<file path="src/rtl/serial_frame_transmitter.sv">
// serial_frame_transmitter
// Parallel-in, serial-out frame transmitter. A WIDTH-bit word accepted through
// the load/ready handshake is sent on tx as a start bit (0), the data bits
// LSB-first, an optional even-parity bit and a stop bit (1). Every bit is held
// for CLKS_PER_BIT clocks. All state changes on the falling edge of clk.
// Build option: define SER_TX_PARITY_EN to insert the parity bit after the data.
module serial_frame_transmitter #(
    parameter int WIDTH        = 8,
    parameter int CLKS_PER_BIT = 4
) (
    input  logic             clk,
    input  logic             rst,
    input  logic [WIDTH-1:0] data_in,
    input  logic             load,
    output logic             ready,
    output logic             tx,
    output logic             busy,
    output logic             done
);

    localparam int CNT_W = (CLKS_PER_BIT > 1) ? $clog2(CLKS_PER_BIT) : 1;
    localparam int BIT_W = (WIDTH > 1) ? $clog2(WIDTH) : 1;
    localparam logic [CNT_W-1:0] CNT_LAST = CNT_W'(CLKS_PER_BIT - 1);
    localparam logic [BIT_W-1:0] BIT_LAST = BIT_W'(WIDTH - 1);

    typedef enum logic [2:0] {
        IDLE,
        START,
        DATA,
`ifdef SER_TX_PARITY_EN
        PARITY,
`endif
        STOP
    } state_t;

    state_t             state;
    logic [CNT_W-1:0]   cycle_cnt;
    logic [BIT_W-1:0]   bit_cnt;
    logic [WIDTH-1:0]   shift_reg;
    logic [WIDTH-1:0]   shifted;
`ifdef SER_TX_PARITY_EN
    logic               parity_bit;
`endif

    // Next contents of the shift register once the current data bit is finished
    always_comb begin
        shifted = shift_reg >> 1;
    end

    // Frame sequencer: accepts a word, times each bit and drives the registered outputs
    always_ff @(negedge clk or posedge rst) begin
        if (rst) begin
            state     <= IDLE;
            cycle_cnt <= '0;
            bit_cnt   <= '0;
            shift_reg <= '0;
            tx        <= 1'b1;
            ready     <= 1'b1;
            busy      <= 1'b0;
            done      <= 1'b0;
`ifdef SER_TX_PARITY_EN
            parity_bit <= 1'b0;
`endif
        end else begin
            done <= 1'b0;
            if (state == IDLE) begin
                if (load) begin
                    shift_reg <= data_in;
`ifdef SER_TX_PARITY_EN
                    parity_bit <= ^data_in;
`endif
                    state     <= START;
                    tx        <= 1'b0;
                    ready     <= 1'b0;
                    busy      <= 1'b1;
                    cycle_cnt <= '0;
                    bit_cnt   <= '0;
                end
            end else if (cycle_cnt != CNT_LAST) begin
                cycle_cnt <= cycle_cnt + 1'b1;
            end else begin
                cycle_cnt <= '0;
                case (state)
                    START: begin
                        state <= DATA;
                        tx    <= shift_reg[0];
                    end
                    DATA: begin
                        if (bit_cnt == BIT_LAST) begin
                            bit_cnt <= '0;
`ifdef SER_TX_PARITY_EN
                            state <= PARITY;
                            tx    <= parity_bit;
`else
                            state <= STOP;
                            tx    <= 1'b1;
`endif
                        end else begin
                            shift_reg <= shifted;
                            tx        <= shifted[0];
                            bit_cnt   <= bit_cnt + 1'b1;
                        end
                    end
`ifdef SER_TX_PARITY_EN
                    PARITY: begin
                        state <= STOP;
                        tx    <= 1'b1;
                    end
`endif
                    STOP: begin
                        state <= IDLE;
                        tx    <= 1'b1;
                        ready <= 1'b1;
                        busy  <= 1'b0;
                        done  <= 1'b1;
                    end
                    default: begin
                        state <= IDLE;
                        tx    <= 1'b1;
                        ready <= 1'b1;
                        busy  <= 1'b0;
                    end
                endcase
            end
        end
    end

endmodule

</file>
<file path="config.mk">
export PLATFORM = sky130hd
export DESIGN_NAME = serial_frame_transmitter
export DESIGN_NICKNAME = d
export VERILOG_FILES = /design/src/rtl/serial_frame_transmitter.sv
export SDC_FILE = /design/constraint.sdc
export NUM_CORES = 1
export LEC_CHECK = 0
export BUFFER_PORTS_ARGS = -buffer_cell sky130_fd_sc_hd__buf_2
export CELL_PAD_IN_SITES_DETAIL_PLACEMENT = 0
export CELL_PAD_IN_SITES_GLOBAL_PLACEMENT = 2
export CORE_ASPECT_RATIO = 1.4
export CORE_UTILIZATION = 39
export CTS_CLUSTER_SIZE = 12
export DETAILED_ROUTE_END_ITERATION = 6
export GPL_TIMING_DRIVEN = 0
export PLACE_DENSITY_LB_ADDON = 0.1
export SETUP_SLACK_MARGIN = 0.15
export SYNTH_ARGS = -nofsm -noshare
export SYNTH_HDL_FRONTEND = slang
export SYNTH_SLANG_ARGS = --single-unit
</file>
<file path="constraint.sdc">
create_clock -name clk -period 2.84 [get_ports clk]
set_clock_uncertainty 0.15 [all_clocks]
set_input_delay 0.142 -clock clk [delete_from_list [all_inputs] [get_ports clk]]
set_output_delay 0.142 -clock clk [all_outputs]
set_load 0.1 [all_outputs]
</file>
# Word-level counts from Yosys, hierarchy flattened
# Index checks and enable logic that the tools add are counted.
[totals] reg_bits=20 word_cells=61
[classes] addsub=2 muxes=33 n_eq_ne=10 n_reduce_logical=8
[ops] cell="$mux 8" count=5
[ops] cell="$mux 3" count=9
[ops] cell="$mux 1" count=14
[ops] cell="$reduce_and 3->1" count=3
[ops] cell="$ne 2x2->1 const B" count=4
[ops] cell="$eq 3x2->1 const B" count=2
[ops] cell="$mux 2" count=3
[ops] cell="$pmux 3 s2" count=1
[ops] cell="$reduce_and 4->1" count=1
[ops] cell="$add 3x1->3 const B" count=1
[ops] cell="$eq 3x1->1 const B" count=1
[ops] cell="$eq 3x3->1 const B" count=1
[ops] cell="$logic_not 3->1" count=1
[ops] cell="$ne 3x3->1 const B" count=1
[ops] cell="$add 2x1->2 const B" count=1
[ops] cell="$ne 2x1->1 const B" count=1
[ops] cell="$pmux 1 s2" count=1
[ops] cell="$reduce_and 2->1" count=1
[ops] cell="$reduce_bool 2->1" count=1
[ops] cell="$reduce_or 2->1" count=1

# Longest topological paths before layout
# Gate-level depths: netlist (run 1).
[depth] word_depth=5 ltp_mapped=7 ltp_nobuf=5

==> flow_metrics.tcl, run 1 <==
set metrics [dict create \
    yosys_warnings 0 \
    ant_nets 0 \
    die_w_um 46.0 \
    crit_family "flip-flops" \
    yosys-top-cells-area "dfrtn_1, mux2_4, ha_1" \
    htree_num_levels 1 \
    slowest_delay_ns 0.55 \
    drv_cap 0 \
    power_uw 1520 \
    status "complete, no violations" \
    hold_viol_final 0 \
    grt_max_degree 20 \
    crit_fanout 2 \
    worstPathCellList "buf_12" \
    ys_types 24 \
    io_buffers 14 \
    drc 0 \
    worstMarginPinSlew_ns 0.726 \
    hp-class "reg2reg" \
    p_leak_uw 0.000646 \
    yosys.area.top_type "dfrtn_1" \
    via_per_inst 4.77 \
    grt_overflow 0 \
    start_kind "flop" \
    vias 720 \
    diodes 0 \
    syn_nets 112 \
    insertion_delay_ns 0.30 \
    final_cell_mix "dfrtn_1, buf_2, inv_1, o21ai_0, nand2_1" \
    ir_drop_v 0.000491 \
    rows 22 \
    initial_utilization_pct 40.9 \
    cts_hold_buf 0 \
    rrSetupSlack_ns 0.90 \
    cts-root-buf "clkbuf_4" \
    grt_pass1_vias 800 \
    dp_hpwl_um 1490 \
    antenna_found_initial 0 \
    areaGrowthSynthToFinish_pct 20.0 \
    fin_nets 134 \
    cts_buffers 3 \
    cpMaxStageDelayCell "dfstp_2" \
    mostFrequentLayoutCell "dfrtn_1" \
    grt_util_all_layers_pct 16.4 \
    syn_inst 94 \
    num_io_pins 15 \
    syn_area_um2 1060 \
    dieArea_um2 2930 \
    cp.required_ns 2.55 \
    dr.pass1.iters 6 \
    ys_seq_elements 19 \
    clk_pin_slew_worst_paths_ns 0.08 \
    globalplace.congestion 0.696 \
    critical_path_class "reg2out" \
    cts.path.max_buffers 2 \
    synth_top_area_share_pct 40.2 \
    pwr_density_cell_nw_per_um2 1200 \
    core_um2 2590 \
    final_util_pct 49.1 \
    clock-sinks 19 \
    rsz0062_at_grt "true" \
    grt_pass1_wl_um 3480 \
    ys_seq_area_share_pct 45.2 \
    crit_path_end_kind "output pin" \
    totalWireLength_um 1960 \
    largest_reg_flops 8 \
    wire_per_inst_um 13.0 \
    syn-mean-instance-area_um2 11.3 \
    slew_viol_final 0 \
    first_iter_violations 19 \
    max_slew_margin_pct 51.6 \
    cts_tree "done" \
    finalSetupViolations 0 \
    die_h_um 63.6 \
    worstPathArrival_ns 2.51 \
    drive_gt1_share_pct 35.7 \
    worst-path-buf-inv 1 \
]
==> cells in the mapped netlist (all sizes together) <==
| cell | count |
|---|---|
| nor2b | 1 |
| dfrtn | 17 |
| buf | 4 |
| o31a | 1 |
| nor2 | 4 |
| nand2b | 2 |
| dfstp | 2 |
| nand2 | 8 |
| mux2i | 3 |
| a32o | 1 |
| or2b | 1 |
| a41o | 1 |
| ha | 7 |
| and2b | 1 |
| mux2 | 14 |
| o21ai | 10 |
| o31ai | 1 |
| o21a | 1 |
| inv | 9 |
| o22ai | 1 |
| a21oi | 5 |
==> metrics by stage <==
step                hold slack (ns)  setup slack (ns)  area, um2  std cells  setup TNS (ns)
floorplan                     0.273             0.150       1060         94               0
global placement              0.283             0.120       1170        144               0
detailed placement            0.294            0.0999       1170        144               0
CTS                           0.295            0.0370       1270        151               0
global route                  0.328          -0.00655       1270        151        -0.00655
finish                        0.293            0.0362       1270        151               0
==> final cells by class <==
class	count	area, um2
Clock inverter	3	11.3
Fill cell	262	1320
Multi-Input combinational cell	62	514
Buffer	4	32.5
Clock buffer	3	22.5
Inverter	8	30.0
Sequential cell	19	478
Tap cell	36	45.0
Timing Repair Buffer	16	136
==> cell families (layout without fill, tap and decap cells) <==
group,count (synthesis),count (layout),share of synthesized area [%]
buffers and inverters,13,34,6.26
multiplexers,17,17,20.2
adder cells (fa/ha/maj),7,7,8.27
flip-flops,19,19,45.2
AO/OA/AOI/OAI,21,21,11.9
AND/OR/NAND/NOR,17,17,8.16
==> per-layer routing <==
layer | vias to the layer above | global-route usage [%] | part of all wire [%]
met5 | - | 0 | 0
met4 | 0 | 7.72 | 1.9
met3 | 4 | 1.72 | 1.9
met2 | 12 | 27.6 | 55
met1 | 341 | 19.8 | 41
li1 | 363 | - | -
==> path summary, 6_finish.rpt <==
| check | start | end | cells after the start |
|---|---|---|---|
| max in group asynchronous | rst | done | 2 |
| max | ready | ready | 1 |
| min in group asynchronous | rst | shift_reg[5] | 2 |
| min | shift_reg[7] | shift_reg[7] | 1 |
| max reg2reg | state[0] | shift_reg[0] | 6 |
| min reg2reg | shift_reg[7] | shift_reg[7] | 1 |
==> power by group <==
part | leakage (uW) | switching (uW) | total, uW | internal [uW]
Sequential | 0.000237 | 88.7 | 499 | 411
Clock | 0.0000260 | 93.2 | 148 | 54.9
Combinational | 0.000383 | 453 | 871 | 418
==> repair_timing <==
item | CTS | global route
buffers inserted | 2 | 0
setup endpoints to repair | 4 | 3
gates resized for setup | 14 | 0
pin swaps | 0 | 0
(Power assumes the default switching activity.)
==> inputs of run 2 (changes only) <==
- CTS_BUF_LIST: default -> sky130_fd_sc_hd__clkbuf_16
==> flow_metrics.tcl, run 2 (synthesis gave the netlist of run 1 again) <==
set metrics [dict create \
    status "complete, no violations" \
    worst-path-buf-inv 1 \
    io_buffers 14 \
    n_fill_cell 254 \
    cpMaxStageDelayCell "dfstp_2" \
    clock-sinks 19 \
    cts_tree "done" \
    mostFrequentLayoutCell "dfrtn_1" \
    dp_slack_ns 0.0999 \
    worstPathCellList "buf_12" \
    regArea_um2 478 \
    grt_pass1_wl_um 3510 \
    cts.path.max_buffers 2 \
    totalWireLength_um 1950 \
    diodes 0 \
    stdcell_count 150 \
    finalSetupViolations 0 \
    max_slew_margin_pct 52.0 \
    ant_nets 0 \
    rows 22 \
    grt_overflow 0 \
    multiInputGateArea_um2 514 \
    htree_num_levels 1 \
    slowest_delay_ns 0.56 \
    fin_ws_ns 0.0689 \
    cts_hold_buf 0 \
    areaGrowthSynthToFinish_pct 23.4 \
    hp-class "reg2reg" \
    rr_worst_depth 6 \
    grt_pass1_vias 781 \
    dp_hpwl_um 1490 \
    cts-root-buf "clkbuf_16" \
    die_w_um 46.0 \
    largest_reg_flops 8 \
    dp.cells 144 \
    drc 0 \
    hold_viol_final 0 \
    slew_viol_final 0 \
    insertion_delay_ns 0.28 \
    die_h_um 63.6 \
    r2r_end "shift_reg[0]" \
    via_per_inst 4.69 \
    p_leak_uw 0.000662 \
    first_iter_violations 8 \
    worstPathArrival_ns 2.48 \
    drive_gt1_share_pct 35.1 \
    cp.required_ns 2.55 \
    rsz0062_at_grt "true" \
    rrSetupSlack_ns 0.90 \
    crit_path_end_kind "output pin" \
    pwr_density_cell_nw_per_um2 1260 \
    ir_drop_v 0.000561 \
    initial_utilization_pct 40.9 \
    core_um2 2590 \
    power_uw 1640 \
    fin_setup_tns_ns 0 \
    num_io_pins 15 \
    grt_max_degree 20 \
    crit_fanout 3 \
    r2r_start "state[0]" \
    placed_cell_area_um2 1170 \
    grt_util_all_layers_pct 16.5 \
    holdPathStages 1 \
    drv_cap 0 \
    min_from "shift_reg[7]" \
    dieArea_um2 2930 \
    clk_pin_slew_worst_paths_ns 0.04 \
    fin_nets 133 \
    dr.pass1.iters 5 \
    crit_family "flip-flops" \
    wire_per_inst_um 13.0 \
    vias 703 \
    antenna_found_initial 0 \
    cts_buffers 3 \
    start_kind "flop" \
    globalplace.congestion 0.696 \
    final_cell_mix "dfrtn_1, buf_2, inv_1, o21ai_0, nand2_1" \
    worstMarginPinSlew_ns 0.720 \
    whs_endpoint "shift_reg[7]" \
    fin_area_um2 1310 \
    critical_path_class "reg2out" \
]
-- run 2: worst max-delay path by stage --
stage	startpoint	endpoint	slack [ns]	cells past startpoint
2_1_floorplan	busy	busy	0.15	0
3_3_place_gp	load	shift_reg[6]	0.12	5
3_5_place_dp	load	shift_reg[0]	0.1	5
4_1_cts	tx	tx	0.06	1
5_1_grt	tx	tx	0.03	1
6_report	tx	tx	0.07	1
-- run 2: per-stage QoR --
stage | utilization [%] | hold slack [ns]
6_report | 50.5 | 0.293
5_1_grt | 50.5 | 0.327
4_1_cts | 50.3 | 0.294
3_5_place_dp | 45.4 | 0.294
3_3_place_gp | 45.4 | 0.283
2_1_floorplan | - | 0.273
-- run 2: metal layers --
layer  global-route usage [%]  vias up  routed length [um]
li1                         -      359                   -
met1                     21.5      332                 846
met2                     26.4       10                1040
met3                     2.58        2                  34
met4                     6.62        0                  21
met5                        0        -                   0
-- run 2: layout make-up --
| cell class | instances | area share, % |
|---|---|---|
| plain buffers | 4 | 2.49 |
| clock buffers | 3 | 5.75 |
| clock inverters | 3 | 0.862 |
| inverters | 8 | 2.30 |
| multi-input cells | 62 | 39.4 |
| flip-flops and latches | 19 | 36.6 |
| well taps | 36 | 3.45 |
| repair buffers | 15 | 9.20 |
-- run 2: power by group --
part | internal (uW) | switching, uW | leakage (uW)
registers | 412 | 88.9 | 0.000237
logic | 401 | 449 | 0.000376
clock network | 191 | 101 | 0.0000492
-- run 2: timing repair --
item                                   4_1_cts  5_1_grt
buffers inserted                             1        0
setup endpoints to repair                    4        3
resized for setup                           11        1
endpoints found under the hold margin        0        0
==> inputs of run 3 (changes only) <==
- CORE_MARGIN: default -> 2
- PLACE_DENSITY: default -> 0.8
- PLACE_DENSITY_LB_ADDON: 0.1 -> default
==> flow_metrics.tcl, run 3 (synthesis gave the netlist of run 1 again) <==
set metrics [dict create \
    status "complete, no violations" \
    via_per_inst 4.85 \
    hold_viol_final 0 \
    start_kind "flop" \
    ant_nets 0 \
    fin_ws_ns 0.0761 \
    cts_tree "done" \
    r2r_end "shift_reg[3]" \
    dp_hpwl_um 1490 \
    drive_gt1_share_pct 35.7 \
    rows 22 \
    die_h_um 65.6 \
    worstPathArrival_ns 2.47 \
    areaGrowthSynthToFinish_pct 24.5 \
    diodes 0 \
    rr_worst_depth 6 \
    fin_area_um2 1320 \
    grt_pass1_wl_um 3470 \
    htree_num_levels 1 \
    holdPathStages 1 \
    dieArea_um2 3150 \
    globalplace.congestion 0.702 \
    worstPathCellList "buf_12" \
    p_leak_uw 0.000672 \
    ir_drop_v 0.000565 \
    drv_cap 0 \
    swShare_pct 39.1 \
    n_fill_cell 261 \
    crit_fanout 2 \
    finalHoldWorstSlack_ns 0.290 \
    dr.pass1.iters 4 \
    crit_family "flip-flops" \
    min_from "shift_reg[7]" \
    r2r_start "state[0]" \
    crit_path_end_kind "output pin" \
    vias 733 \
    core_um2 2620 \
    grt_max_degree 20 \
    worst-path-buf-inv 1 \
    io_buffers 14 \
    hp-class "reg2reg" \
    multiInputGateArea_um2 514 \
    whs_endpoint "shift_reg[7]" \
    intPower_uw 1010 \
    die_w_um 48.0 \
    antenna_found_initial 0 \
    grt_pass1_vias 756 \
    drc 0 \
    initial_utilization_pct 40.5 \
    cts.path.max_buffers 2 \
    placed_cell_area_um2 1170 \
    seq_power_share_pct 30.0 \
    regArea_um2 478 \
    rrSetupSlack_ns 0.88 \
    cts-root-buf "clkbuf_16" \
    mostFrequentLayoutCell "dfrtn_1" \
    pwr_density_cell_nw_per_um2 1260 \
    rsz0062_at_grt "true" \
    grt_overflow 0 \
    largest_reg_flops 8 \
    power.switching_uw 649 \
    cpMaxStageDelayCell "dfstp_2" \
    max_slew_margin_pct 50.8 \
    critical_path_class "reg2out" \
    slew_viol_final 0 \
    first_iter_violations 15 \
    fin_setup_tns_ns 0 \
    p_comb_share_pct 52.2 \
    grt_util_all_layers_pct 15.4 \
    fin_nets 134 \
    final_cell_mix "dfrtn_1, buf_2, inv_1" \
    dp_slack_ns 0.104 \
    cp.required_ns 2.55 \
    cts_buffers 3 \
    totalWireLength_um 1980 \
    clk_pin_slew_worst_paths_ns 0.04 \
    finalSetupViolations 0 \
    worstMarginPinSlew_ns 0.737 \
    pwr-share-clk_pct 17.8 \
    clock-sinks 19 \
    insertion_delay_ns 0.28 \
    slowest_delay_ns 0.55 \
    wire_per_inst_um 13.1 \
    num_io_pins 15 \
]
[run 3: cell types whose count changed in the layout (fill, tap and decap cells not counted)]
| cell | change |
|---|---|
| buf_6 | +1 |
| clkinv_1 | -1 |
| inv_1 | +1 |
[run 3: worst max path at each step]
stage	start	end	slack [ns]	cells past startpoint
2_1_floorplan	busy	busy	0.15	0
3_3_place_gp	load	shift_reg[6]	0.12	5
3_5_place_dp	load	shift_reg[2]	0.10	5
4_1_cts	tx	tx	0.06	1
5_1_grt	ready	ready	0.05	1
6_report	ready	ready	0.08	1
[run 3: what timing repair did]
item	4_1_cts	5_1_grt
buffers inserted	1	1
hold buffers	0	0
endpoints found under the setup margin	4	4
gates resized for setup	11	2
[run 3: layout make-up]
| class | count | area share, % |
|---|---|---|
| plain buffers | 4 | 2.47 |
| clock buffers | 3 | 5.70 |
| clock inverters | 3 | 0.855 |
| inverters | 8 | 2.28 |
| multi-input cells | 62 | 39.0 |
| flip-flops and latches | 19 | 36.3 |
| well taps | 36 | 3.42 |
| repair buffers | 16 | 9.97 |
[run 3: per-stage QoR]
stage / std cells / util (%) / total power, uW
3_3_place_gp: 144 / 44.9 / 1270
2_1_floorplan: 94 / - / 1150
3_5_place_dp: 144 / 44.9 / 1290
4_1_cts: 150 / 49.8 / 1670
6_report: 151 / 50.4 / 1660
5_1_grt: 151 / 50.4 / 1780
[run 3: power groups by stage]
stage               Clock (uW)  Combinational (uW)  Sequential, uW
floorplan                 6.61                 498             643
global placement          6.61                 777             488
detailed placement        6.61                 794             494
CTS                        304                 860             502
global route               318                 948             515
finish                     296                 868             499
[run 3: metal layers]
metal  vias to the layer above  GRT usage, %  routed length (um)
met2                        15          24.2                1020
li1                        366             -                   -
met4                         0          6.08                  41
met5                         -             0                   0
met1                       347          20.5                 855
met3                         5          2.47                  63
